**config.mk**
```make
export PLATFORM = sky130hd
export DESIGN_NAME = hdmi_tmds_enc
export DESIGN_NICKNAME = d
export VERILOG_FILES = /design/src/rtl/hdmi_tmds_enc.sv
export SDC_FILE = /design/constraint.sdc
export NUM_CORES = 1
export LEC_CHECK = 0
export BUFFER_PORTS_ARGS = -buffer_cell sky130_fd_sc_hd__clkbuf_2
export CAP_MARGIN = 20
export CORE_MARGIN = 4
export CORE_UTILIZATION = 39
export CTS_BUF_LIST = sky130_fd_sc_hd__clkbuf_4 sky130_fd_sc_hd__clkbuf_8
export CTS_CLUSTER_DIAMETER = 150
export DETAILED_ROUTE_END_ITERATION = 6
export PLACE_DENSITY = 0.58
export SKIP_LAST_GASP = 1
export SLEW_MARGIN = 10
export SYNTH_ARGS = -nofsm -noshare
export SYNTH_HDL_FRONTEND = slang
export SYNTH_SLANG_ARGS = --single-unit
```
**constraint.sdc**
```tcl
create_clock -name clock -period 11.1 [get_ports clock]
set_clock_uncertainty 0.1 [all_clocks]
set_input_delay 0.555 -clock clock [delete_from_list [all_inputs] [get_ports clock]]
set_output_delay 0.555 -clock clock [all_outputs]
set_load 0.05 [all_outputs]
```
**src/rtl/hdmi_tmds_enc.sv**
```systemverilog
// HDMI TMDS lane encoder: 8b/10b video, control, TERC4 and guard-band symbols.
// Two register stages (inputs, then symbol + running disparity), 2-clock latency.
module hdmi_tmds_enc #(
   parameter int CHANNEL = 0,
   parameter int DISP_W  = 6
) (
   input  logic              clock,
   input  logic              reset,
   input  logic [2:0]        mode_i,
   input  logic [7:0]        data_i,
   input  logic [1:0]        ctrl_i,
   input  logic [3:0]        aux_i,
   output logic [9:0]        tmds_o,
   output logic [DISP_W-1:0] disp_o
);

   localparam logic [2:0] MODE_CTRL  = 3'd0;
   localparam logic [2:0] MODE_VIDEO = 3'd1;
   localparam logic [2:0] MODE_TERC4 = 3'd2;
   localparam logic [2:0] MODE_VGB   = 3'd3;
   localparam logic [2:0] MODE_DGB   = 3'd4;

   localparam logic [9:0] GB_A = 10'b1011001100;
   localparam logic [9:0] GB_B = 10'b0100110011;

   function automatic logic [9:0] terc4(input logic [3:0] a);
      logic [9:0] s;
      case (a)
         4'd0:    s = 10'b1010011100;
         4'd1:    s = 10'b1001100011;
         4'd2:    s = 10'b1011100100;
         4'd3:    s = 10'b1011100010;
         4'd4:    s = 10'b0101110001;
         4'd5:    s = 10'b0100011110;
         4'd6:    s = 10'b0110001110;
         4'd7:    s = 10'b0100111100;
         4'd8:    s = 10'b1011001100;
         4'd9:    s = 10'b0100111001;
         4'd10:   s = 10'b0110011100;
         4'd11:   s = 10'b1011000111;
         4'd12:   s = 10'b1010001110;
         4'd13:   s = 10'b1001110001;
         4'd14:   s = 10'b0101100011;
         default: s = 10'b1011000011;
      endcase
      return s;
   endfunction

   function automatic logic [9:0] ctrl_code(input logic [1:0] c);
      logic [9:0] s;
      case (c)
         2'b00:   s = 10'b1101010100;
         2'b01:   s = 10'b0010101011;
         2'b10:   s = 10'b0101010100;
         default: s = 10'b1010101011;
      endcase
      return s;
   endfunction

   function automatic logic [3:0] popcount8(input logic [7:0] v);
      logic [3:0] n;
      n = 4'd0;
      for (int i = 0; i < 8; i++) n = n + 4'(v[i]);
      return n;
   endfunction

   // Transition-minimising stage: XOR or XNOR chain, bit 8 records which.
   function automatic logic [8:0] qm_encode(input logic [7:0] d);
      logic [8:0] q;
      logic [3:0] n1;
      logic       flip;
      n1   = popcount8(d);
      flip = (n1 > 4'd4) || ((n1 == 4'd4) && !d[0]);
      q[0] = d[0];
      for (int i = 1; i < 8; i++) q[i] = q[i-1] ^ d[i] ^ flip;
      q[8] = ~flip;
      return q;
   endfunction

   logic [2:0]               mode_q;
   logic [7:0]               data_q;
   logic [1:0]               ctrl_q;
   logic [3:0]               aux_q;
   logic                     vld_q;
   logic [9:0]               tmds_q, tmds_d;
   logic signed [DISP_W-1:0] disp_q, disp_d;

   logic [8:0]        q_m;
   logic [3:0]        n1q;
   logic [DISP_W-1:0] n1q_w;
   logic [DISP_W-1:0] bal;
   logic [DISP_W-1:0] two;

   always_ff @(posedge clock) begin
      if (reset) begin
         mode_q <= '0;
         data_q <= '0;
         ctrl_q <= '0;
         aux_q  <= '0;
         vld_q  <= 1'b0;
      end else begin
         mode_q <= mode_i;
         data_q <= data_i;
         ctrl_q <= ctrl_i;
         aux_q  <= aux_i;
         vld_q  <= 1'b1;
      end
   end

   always_comb begin
      q_m    = qm_encode(data_q);
      n1q    = popcount8(q_m[7:0]);
      n1q_w  = {{(DISP_W-4){1'b0}}, n1q};
      // bal is N1q - N0q = 2*N1q - 8
      bal    = n1q_w + n1q_w - DISP_W'(8);
      two    = DISP_W'(2);
      tmds_d = '0;
      disp_d = '0;
      // Stage 1 holds no real input for one cycle after reset: emit zeros.
      if (vld_q) begin
         case (mode_q)
            MODE_VIDEO: begin
               if ((disp_q == '0) || (n1q == 4'd4)) begin
                  tmds_d = {~q_m[8], q_m[8], q_m[8] ? q_m[7:0] : ~q_m[7:0]};
                  disp_d = q_m[8] ? (disp_q + bal) : (disp_q - bal);
               end else if ((!disp_q[DISP_W-1] && (n1q > 4'd4)) ||
                            (disp_q[DISP_W-1] && (n1q < 4'd4))) begin
                  tmds_d = {1'b1, q_m[8], ~q_m[7:0]};
                  disp_d = disp_q + (q_m[8] ? two : '0) - bal;
               end else begin
                  tmds_d = {1'b0, q_m[8], q_m[7:0]};
                  disp_d = disp_q - (q_m[8] ? '0 : two) + bal;
               end
            end
            MODE_TERC4: tmds_d = terc4(aux_q);
            MODE_VGB:   tmds_d = (CHANNEL == 1) ? GB_B : GB_A;
            MODE_DGB:   tmds_d = (CHANNEL == 0) ? terc4({2'b11, ctrl_q}) : GB_B;
            MODE_CTRL:  tmds_d = ctrl_code(ctrl_q);
            default:    tmds_d = ctrl_code(ctrl_q);
         endcase
      end
   end

   always_ff @(posedge clock) begin
      if (reset) begin
         tmds_q <= '0;
         disp_q <= '0;
      end else begin
         tmds_q <= tmds_d;
         disp_q <= disp_d;
      end
   end

   assign tmds_o = tmds_q;
   assign disp_o = disp_q;

endmodule

```
==> out/summary.txt <==
outcome: completed
share of cells above drive strength 1: 12.2%
synthesized flop and latch total: 39
FF-to-FF End: tmds_o[2]
CTS clk-pin slew, worst paths: 0.08 ns
post-layout net count: 481
post-synth top area share: 23.9%
pin count of the biggest net entering global routing: 24
Max Cap Violations: 0
final setup violation count: 0
total CTS buffers: 5
Worst Setup SP: data_q[0]
top cells by area, synth: dfxtp_1, ha_1, fa_1
Total Wirelength: 7000 µm
DR vias: 2584
Skew-Pair Late Insertion Delay: 0.30 ns
Die Y: 99.6 µm
H-Tree Depth: 2
ys flop type: dfxtp_1
# IOs: 35
GRT Residual Overflow: 0
post-synthesis compound-gate area fraction: 18.2%
Reg2Reg Setup Slack: 3.25 ns
Post-CTS Resized: 0
maximum clock path buffer count: 2
critical path arrival: 7.93 ns
# DRC: 0
Post-Synth Simple-Gate Area: 15.0%
Root Driver: clkbuf_8
DRT Pass-1 Iters: 4
TNS Setup: 0 ns
Req. time, crit path: 11.18 ns
CP Capture Type: register
main combinational cell family by area after synthesis: adder cells
cell area after synthesis: 3270 µm²
reg-to-reg startpoint: data_q[0]
Sequential cell area: 781 µm²
crit path max fanout: 15
RSZ-0062 raised after global routing: no
layout filler cell count: 830
CTS Hold Buffers Added: 0
WL/cell: 13.6 µm
crit path kind: register to register
final hold vios: 0
area used by multi-input combinational logic: 2270 µm²
first-pass GRT wire length: 11800 µm
Post-synth ARST share: 0%
mean post-synth cell area: 8.54 µm²
post-CTS setup buffers: 0
ANT cells: 0
post-synthesis mux area share: 1.34%
CP endpoint: tmds_o[2]
Yosys warnings: 0
CTS tree: done
antenna violations before repair: 0
achievable clock frequency: 127 MHz
Startpoint Class: register
clock sink count: 39
Antenna Nets Post-Route: 0
Post-synth EDFFs: 0
Least-Margin Pin Slew: 0.680 ns
register area share after synthesis: 23.9%
DIE WIDTH: 99.6 µm
worst hold path type: input port to register
Tmin final: 7.85 ns
Starting Density: 40.0%
Layout area overhead: 11.0%
GPL Wtd Cong: 0.874
I/O Buffers: 33
DRT iter0 DRCs: 165
cell accounting for the most synthesized area: dfxtp_1
Std-Cell Rows: 33
total track usage: 14.6%
drt via density: 5.02
slew margin rel.: 54.6%
final period utilization: 70.7%
post-route setup slack: 3.25 ns
XOR/XNOR Fraction of Synth Area: 11.8%
Netlist cell types: 49
vias in the first global route: 2452
adder and majority cell fraction of the synthesized area: 23.0%
DP Worst Slack: 3.20 ns
Post-Synthesis Cells: 383
Synthesized Nets: 455
max-slew violation count: 0
Detail Placement HPWL: 5670 µm
core area: 8180 µm²
R2R cell count: 26
die area: 9920 µm²
per-stage QoR:
step / hold WS [ns] / cell area [µm²] / utilization, % / cells
4_1_cts: 0.362 / 3630 / 44.4 / 515
2_1_floorplan: 0.377 / 3270 / - / 383
5_1_grt: 0.365 / 3630 / 44.4 / 515
3_5_place_dp: 0.436 / 3510 / 43.0 / 507
3_3_place_gp: 0.444 / 3510 / 43.0 / 507
6_report: 0.367 / 3630 / 44.4 / 515
layout make-up:
cell class / count / area share [%]
multi-input combinational: 288 / 62.6
sequential: 39 / 21.5
timing repair buffer: 34 / 4.76
inverter: 41 / 4.24
tap: 105 / 3.62
clock buffer: 6 / 2.27
clock inverter: 2 / 0.965
cells in the mapped netlist, types with 2 or more instances:
master	instances
a22oi_1	3
xnor2_4	2
buf_2	2
ha_1	41
a21oi_1	24
dfxtp_1	39
or3_1	2
a2bb2oi_1	4
xnor2_1	23
a21o_1	6
nor4b_1	2
o21ai_0	19
o22ai_1	5
nand2_1	30
a31oi_1	5
o211ai_1	5
a211oi_1	4
nand3b_1	3
o31ai_1	3
and2_1	2
nor2_1	26
nor3_1	12
xor2_1	9
inv_1	39
clkbuf_1	11
a221oi_1	3
fa_1	12
o221a_2	2
o21a_1	6
nor2b_1	19
nand3_1	2
cells by family after synthesis:
family / after synthesis
other: 1
XOR/XNOR: 36
AND/OR/NAND/NOR: 102
AO/OA/AOI/OAI: 93
adder cells (fa/ha/maj): 53
multiplexers: 3
flip-flops: 39
buffers and inverters: 56
worst min path at each step:
| stage | slack, ns | depth (start not counted) | end | from |
|---|---|---|---|---|
| 2_1_floorplan | 0.38 | 2 | disp_o[4] | vld_q |
| 6_report | 0.37 | 2 | data_q[1] | data_i[1] |
| 3_5_place_dp | 0.44 | 2 | disp_o[4] | vld_q |
| 5_1_grt | 0.36 | 2 | data_q[6] | data_i[6] |
| 4_1_cts | 0.36 | 2 | data_q[6] | data_i[6] |
| 3_3_place_gp | 0.44 | 2 | disp_o[4] | vld_q |
cell usage in the layout, fill, tap and decap left out, types with 19 or more instances in the layout:
| cell type | Yosys | final |
|---|---|---|
| xnor2_1 | 23 | 23 |
| nand2_1 | 30 | 30 |
| dfxtp_1 | 39 | 39 |
| a21oi_1 | 24 | 24 |
| nor2b_1 | 19 | 19 |
| ha_1 | 41 | 41 |
| inv_1 | 39 | 39 |
| nor2_1 | 26 | 26 |
| o21ai_0 | 19 | 19 |
| clkbuf_2 | 0 | 33 |
metal layers:
metal	up-vias	track usage (%)	share of wire (%)
met5	-	0	0
met4	0	3.89	1.6
met3	9	2.38	4.2
met2	55	23.0	46
met1	1177	20.7	49
li1	1343	-	-
worst max-delay path, stage by stage (launching register included):
cell,delay (ns)
dfxtp_1,0.40
inv_1,0.12
fa_1,0.57
fa_1,0.42
fa_1,0.49
inv_1,0.04
ha_1,0.19
fa_1,0.43
nor3b_1,0.20
o22ai_1,0.11
buf_4,0.21
xor2_1,0.18
fa_1,0.49
inv_1,0.05
fa_1,0.46
fa_1,0.49
ha_1,0.18
inv_1,0.06
fa_1,0.37
xnor2_1,0.37
ha_1,0.27
and2_1,0.21
a21o_1,0.37
mux2i_4,0.43
xnor2_1,0.13
a221oi_1,0.30
nor2_1,0.07
Power is not shown: default switching activity piles up to over one toggle a cycle in this logic, so the estimate is an artifact.
